<file path="src/rtl/vend_pkg.sv">
// Shared types for the vending controller: FSM states, coin codes and the
// coin-code to 50-cent-unit conversion.
package vend_pkg;

    typedef enum logic [1:0] {
        IDLE    = 2'd0,
        COLLECT = 2'd1,
        VEND    = 2'd2,
        CHANGE  = 2'd3
    } vend_state_t;

    localparam logic [1:0] COIN_NONE = 2'b00;
    localparam logic [1:0] COIN_50   = 2'b01;
    localparam logic [1:0] COIN_100  = 2'b10;
    localparam logic [1:0] COIN_200  = 2'b11;

    function automatic logic [2:0] coin_value(input logic [1:0] code);
        case (code)
            COIN_50:  return 3'd1;
            COIN_100: return 3'd2;
            COIN_200: return 3'd4;
            default:  return 3'd0;
        endcase
    endfunction

endpackage

</file>
<file path="src/rtl/vend_ctrl.sv">
// Vending controller: coin credit accumulation, vend req/ack handshake and
// change return in 50c pulses. Define CANCEL_EN to add the cancel/refund input.
module vend_ctrl
    import vend_pkg::*;
#(
    parameter  int PRICE      = 3,
    parameter  int MAX_CREDIT = 15,
    localparam int CREDIT_W   = $clog2(MAX_CREDIT + 1)
) (
    input  logic                clk,
    input  logic                rst,
    input  logic                coin_valid,
    input  logic [1:0]          coin,
    output logic                coin_ready,
    output logic                coin_reject,
    output logic                vend_req,
    input  logic                vend_ack,
`ifdef CANCEL_EN
    input  logic                cancel,
`endif
    output logic                change_pulse,
    output logic [CREDIT_W-1:0] credit,
    output logic                busy
);

    localparam logic [CREDIT_W:0]   PRICE_X = (CREDIT_W + 1)'(PRICE);
    localparam logic [CREDIT_W:0]   MAX_X   = (CREDIT_W + 1)'(MAX_CREDIT);
    localparam logic [CREDIT_W-1:0] PRICE_C = CREDIT_W'(PRICE);

    vend_state_t         state_q, state_d;
    logic [CREDIT_W-1:0] credit_q, credit_d;
    logic                reject_q, reject_d;

    logic                ready;
    logic                offered;
    logic                accept;
    logic                cancel_req;
    logic [CREDIT_W:0]   sum;

`ifdef CANCEL_EN
    assign cancel_req = cancel;
`else
    assign cancel_req = 1'b0;
`endif

    assign ready   = (state_q == IDLE) || (state_q == COLLECT);
    // One extra bit so an overflowing sum is visible rather than wrapping.
    assign sum     = {1'b0, credit_q} + (CREDIT_W + 1)'(coin_value(coin));
    assign offered = coin_valid && ready;
    assign accept  = offered && (coin != COIN_NONE) && (sum <= MAX_X);

    always_comb begin
        state_d  = state_q;
        credit_d = credit_q;
        reject_d = offered && !accept;
        case (state_q)
            IDLE, COLLECT: begin
                if (accept) begin
                    credit_d = sum[CREDIT_W-1:0];
                    state_d  = (sum >= PRICE_X) ? VEND : COLLECT;
                end
                // Cancel wins over a completing coin: the coin is refunded too.
                if ((state_q == COLLECT) && cancel_req) begin
                    state_d = CHANGE;
                end
            end
            VEND: begin
                if (vend_ack) begin
                    credit_d = credit_q - PRICE_C;
                    state_d  = (credit_q > PRICE_C) ? CHANGE : IDLE;
                end
            end
            CHANGE: begin
                if (credit_q != '0) begin
                    credit_d = credit_q - 1'b1;
                end
                if (credit_q <= CREDIT_W'(1)) begin
                    state_d = IDLE;
                end
            end
            default: state_d = IDLE;
        endcase
    end

    always_ff @(posedge clk or posedge rst) begin
        if (rst) begin
            state_q  <= IDLE;
            credit_q <= '0;
            reject_q <= 1'b0;
        end else begin
            state_q  <= state_d;
            credit_q <= credit_d;
            reject_q <= reject_d;
        end
    end

    assign coin_ready   = ready;
    assign coin_reject  = reject_q;
    assign vend_req     = (state_q == VEND);
    assign change_pulse = (state_q == CHANGE);
    assign busy         = (state_q == VEND) || (state_q == CHANGE);
    assign credit       = credit_q;

endmodule
</file>
<file path="config.mk">
export PLATFORM = sky130hd
export DESIGN_NAME = vend_ctrl
export DESIGN_NICKNAME = d
export VERILOG_FILES = /design/src/rtl/vend_pkg.sv /design/src/rtl/vend_ctrl.sv
export SDC_FILE = /design/constraint.sdc
export NUM_CORES = 1
export LEC_CHECK = 0
export BUFFER_PORTS_ARGS = -buffer_cell sky130_fd_sc_hd__buf_2
export CAP_MARGIN = 5
export CORE_UTILIZATION = 40
export CTS_CLUSTER_DIAMETER = 60
export CTS_CLUSTER_SIZE = 40
export DETAILED_ROUTE_END_ITERATION = 6
export PLACE_DENSITY = 0.66
export SLEW_MARGIN = 20
export SYNTH_ARGS = -nofsm -noshare
export SYNTH_HDL_FRONTEND = slang
export SYNTH_SLANG_ARGS = --single-unit
</file>
<file path="constraint.sdc">
create_clock -name clk -period 2.6 [get_ports clk]
set_input_delay 0 -clock clk [delete_from_list [all_inputs] [get_ports clk]]
set_output_delay 0 -clock clk [all_outputs]
set_load 0.02 [all_outputs]
</file>
After elaboration in Yosys (flattened, before gate mapping). Index checks and enable logic that the tools add are counted. Widths: inputs -> output; s select.

Register bits: 7. Memory bits (writable): 0. Memories kept: 0. Latch bits: 0. ROM bits: 0. Output and inout port bits: 9. Input port bits: 6.

Order comparisons: 4. Shift operators: 0. Mux-type cells: 11. Eq/ne operators: 10. Add/subtract/negate cells: 3. Reduce and logical (&&, ||, !) cells: 13. Multiply operators: 0. Div/mod/pow operators: 0. Bitwise gates (word level): 0.

Operators by type and width (number): $mux 4 (3); $pmux 4 s3 (1); $mux 2 (5); $pmux 3 s3 (1); $eq 2x2->1 const B (4); $ne 2x1->1 const B (3); $pmux 2 s3 (1); $reduce_and 3->1 (2); $add 4x3->5 (1); $ge 5x2->1 const B (1); $le 5x4->1 const B (1); $eq 2x1->1 const B (2); $gt 4x2->1 const B (1); $le 4x1->1 const B (1); $logic_and 1x1->1 (4); $reduce_bool 4->1 (1); $sub 4x1->4 const B (1); $sub 4x2->4 const B (1); $logic_not 2->1 (1); $logic_or 1x1->1 (2); $ne 2x2->1 const B (1); $reduce_bool 2->1 (1); $reduce_or 2->1 (1); $logic_not 1->1 (1).

Longest topological paths before layout.
Word-level depth: 7. Mapped depth: 7. Gate-level depth less buffers: 7.

Worst setup path after synthesis. Ideal clock, no wire load.

Kind: reg2reg. Start point: register credit_q[0], in the netlist credit[0]. End point: register state_q[0]. Arrival time: 1997 ps. Library setup time: 69 ps. Path slack: 534 ps. Data required time: 2531 ps. Cell stages (with the launch flop): 6. Cells stage by stage: dfrtp_1 -> ha_1 -> fa_1 -> a211o_1 -> or4_1 -> nand3_1.

Word-level cells in the longest chain between the ends: 5.

RTL lines: start, declared (line vend_ctrl.sv:31) `logic [CREDIT_W-1:0] credit_q, credit_d;`; start signal, assigned (line vend_ctrl.sv:92) `credit_q <= credit_d;`; $add 4x3->5 (line vend_ctrl.sv:48) `assign sum = {1'b0, credit_q} + (CREDIT_W + 1)'(coin_value(coin));`; $ge 5x2->1 or $le 5x4->1 (tied branches) (line vend_ctrl.sv:60, vend_ctrl.sv:50); $mux 2 or $logic_and 1x1->1 (tied branches) (line vend_ctrl.sv:60, vend_ctrl.sv:50); $mux 2 or $ne 2x2->1 (tied branches); $pmux 2 s3 or $reduce_and 3->1 (tied branches); end signal, assigned (line vend_ctrl.sv:91) `state_q <= state_d;`; end, declared (line vend_ctrl.sv:30) `vend_state_t state_q, state_d;`.

Several ways; a longest one is shown, not always the timed one. The select of a mux whose other input is x is not followed. A chain may end at the register's enable or synchronous reset.

Worst setup path in the final report. Same ends and word-level chain as after synthesis.

==> flow_summary.toml <==
[status]
status = "finished, final reports clean"

[power]
p_clk_share_pct = 10.1
power_density_mw_per_mm2 = 1280
combinationalPowerShare_pct = 61.4
switching_power_mw = 0.505
power_mw = 0.989
seqPwrFrac_pct = 28.5
vdd.ir_drop.worst_mv = 0.402
p_leak_nw = 0.370
netSwitchingFraction_pct = 51.1
internal_power_mw = 0.484

[synthesis]
yosysWarnings = 0
ys_seq_area_share_pct = 26.6
synth-adder-area-share_pct = 17.8
synth_area_um2 = 659
synth-xor-area-share_pct = 2.66
synth_edf_count = 0
yosys_most_used_dff = "dfrtp_1"
synth_compound_gate_area_share_pct = 23.3
ys_ff_latch = 7
muxShareOfSynthArea_pct = 4.74
synth_top_family_by_area = "compound AO/OA/AOI/OAI gates"
synthArstFlopShare_pct = 100
synth_cells = 80
synth_cell_type_count = 34
syn_nets = 94
syn_area_per_cell_um2 = 8.24
synthSimpleGateAreaFrac_pct = 20.1

[worst_hold_path]
hp-start = "coin_valid"
hold-path-endpoint = "coin_reject$_DFF_PP0_"
hold_path_depth = 2
min_path_type = "in -> reg"

[placement]
dpl.hpwl_um = 1140
gp_congestion = 0.776
io_buffers = 14

[sta]
layout_worst_path_cycle_share_pct = 79.9
fin_crit_ps = 2080
tns_ps = 0
setup_viol = 0
hold_ws_ps = 19.5
slew_headroom_pct = 72.1
tightest_slew_ps = 415
maxSlewViolCount = 0
rsz0062_at_grt = "false"
hold_viol = 0
fmax_ghz = 0.481
skew_ps = 1.49

[clock_network]
cts_tree = "built"
cts.sinks = 7
cts_buffers = 3
cts_setup_buffers = 0
cts_resized = 0
clockRootBuffer = "clkbuf_4"
clkTransAtPathRegs_ps = 50
h-tree-depth = 1
clock_latency_ps = 250
clockBufferDepth = 2

[setup_path]
cp-start-kind = "flop"
crit_type = "reg -> reg"
max_stage_delay_ps = 470
r2r-start = "credit[0]$_DFFE_PP0P_"
cp.depth = 5
r2r_setup_slack_ps = 520
cp_slowest_cell = "or4_1"
r2r_cells = 5
critPathBufInv = 0
crit_family = "adder cells"
path_cells = "ha_1, fa_1, a211o_1, or4_1, nand3_1"
reg2reg_to = "state_q[0]$_DFFE_PP0P_"
endpoint_kind = "flop"
critPathMaxFanout = 7
arrival_ps = 2270
cp_data_required_time_ps = 2790

[die]
io_pins = 15
core_area_mm2 = 0.00152
die_area_mm2 = 0.00181
dieHeight_um = 42.6
die_w_um = 42.6
rows = 14
initial_core_util_pct = 43.3

[global_routing]
grt_pass1_wl_um = 2590
grt_max_degree = 15
grt_overflow = 0
grt_antenna_before_repair = 0
grt_usage_pct = 19.4
grt_pass1_vias = 598

[final_layout]
antenna_cells = 0
seqCellArea_um2 = 175
drive_gt1_share_pct = 19.8
final_nets = 111
fillers = 152
syn_to_final_growth_pct = 17.3
multi_input_area_um2 = 453

[routing]
ant_nets = 0
wl_per_cell_um = 13.3
drt-vias-per-instance = 5.52
drc = 0
vias = 618
firstDrtPassIters = 4
wl_um = 1490
dr.first_iter.drc_count = 18

[flow_run]
maxCapViolations = 0
## worst max path at each step
stage,from,to,slack (ps)
2_1_floorplan,credit[0]$_DFFE_PP0P_,state_q[0]$_DFFE_PP0P_,530
3_3_place_gp,credit[0]$_DFFE_PP0P_,state_q[0]$_DFFE_PP0P_,580
3_5_place_dp,credit[0]$_DFFE_PP0P_,state_q[0]$_DFFE_PP0P_,540
4_1_cts,credit[0]$_DFFE_PP0P_,state_q[0]$_DFFE_PP0P_,520
5_1_grt,credit[0]$_DFFE_PP0P_,state_q[0]$_DFFE_PP0P_,470
6_report,credit[0]$_DFFE_PP0P_,state_q[0]$_DFFE_PP0P_,520
## registers in the layout, indices dropped and copies added (netlist names)
name         cells
coin_reject      1
state_q          2
credit           4
## layout by cell type (no fill, tap or decap), drive strengths merged, types with 3 or more instances in the layout
cell type,count
a21oi,5
and2,3
buf,14
clkbuf,4
dfrtp,7
ha,7
inv,5
nand2,5
nor2,10
o21ai,8
## worst register-to-register path, cell delays in order (launching register included)
cell and delay [ps]:
dfrtp_1 450, ha_1 260, fa_1 460, a211o_1 290, or4_1 470, nand3_1 90
## Yosys cell counts, types with 2 or more instances
cell type | n | share of area (%)
nor2b_1 | 2 | 1.9
mux2i_1 | 2 | 3.0
inv_1 | 5 | 2.8
dfrtp_1 | 7 | 27
a21oi_1 | 5 | 3.8
clkbuf_1 | 2 | 1.1
nand3_1 | 2 | 1.5
and2_1 | 3 | 2.8
nand2b_1 | 2 | 1.9
o21ai_0 | 7 | 5.3
nand2_1 | 5 | 2.8
ha_1 | 7 | 13
nor2_1 | 10 | 5.7
## through the flow
| stage | worst slack [ps] | cells | cell area, µm² | utilization (%) |
|---|---|---|---|---|
| CTS | 520 | 112 | 773 | 50.7 |
| global route | 466 | 112 | 773 | 50.7 |
| global placement | 583 | 107 | 737 | 48.4 |
| floorplan | 534 | 80 | 659 | - |
| finish | 522 | 112 | 773 | 50.7 |
| detailed placement | 542 | 107 | 737 | 48.4 |
## cell families (layout without fill, tap and decap cells)
logic type      after synthesis  count (layout)
compound gates               24              24
xor+xnor                      2               2
fa+ha+maj                     9               9
buf+inv                       8              24
flops                         7               7
mux                           3               3
simple gates                 27              27
## layer usage
| metal | global-route usage (%) | share of wire [%] | vias up |
|---|---|---|---|
| li1 | - | - | 315 |
| met1 | 24.4 | 47 | 284 |
| met2 | 31.4 | 48 | 15 |
| met3 | 3.88 | 2.6 | 4 |
| met4 | 9.38 | 2.1 | 0 |
| met5 | 0 | 0 | - |
## layout make-up
class,count,share of cell area (%)
multi-input combinational,65,58.6
sequential,7,22.7
timing repair buffer,15,10.4
clock buffer,4,3.40
tap,16,2.59
inverter,5,2.43
## repair_timing
item | CTS | global route
setup endpoints to repair | 0 | 0
endpoints found under the hold margin | 7 | 0
hold buffers | 1 | 0
## power groups by stage
stage,Sequential (mW),Combinational (mW),Clock [mW]
after detailed placement,0.283,0.602,0
after global routing,0.299,0.685,0.108
after global placement,0.282,0.596,0
after floorplan,0.271,0.457,0
after CTS,0.281,0.609,0.102
final,0.281,0.607,0.100
No activity file was read; power rests on OpenSTA's default activity.
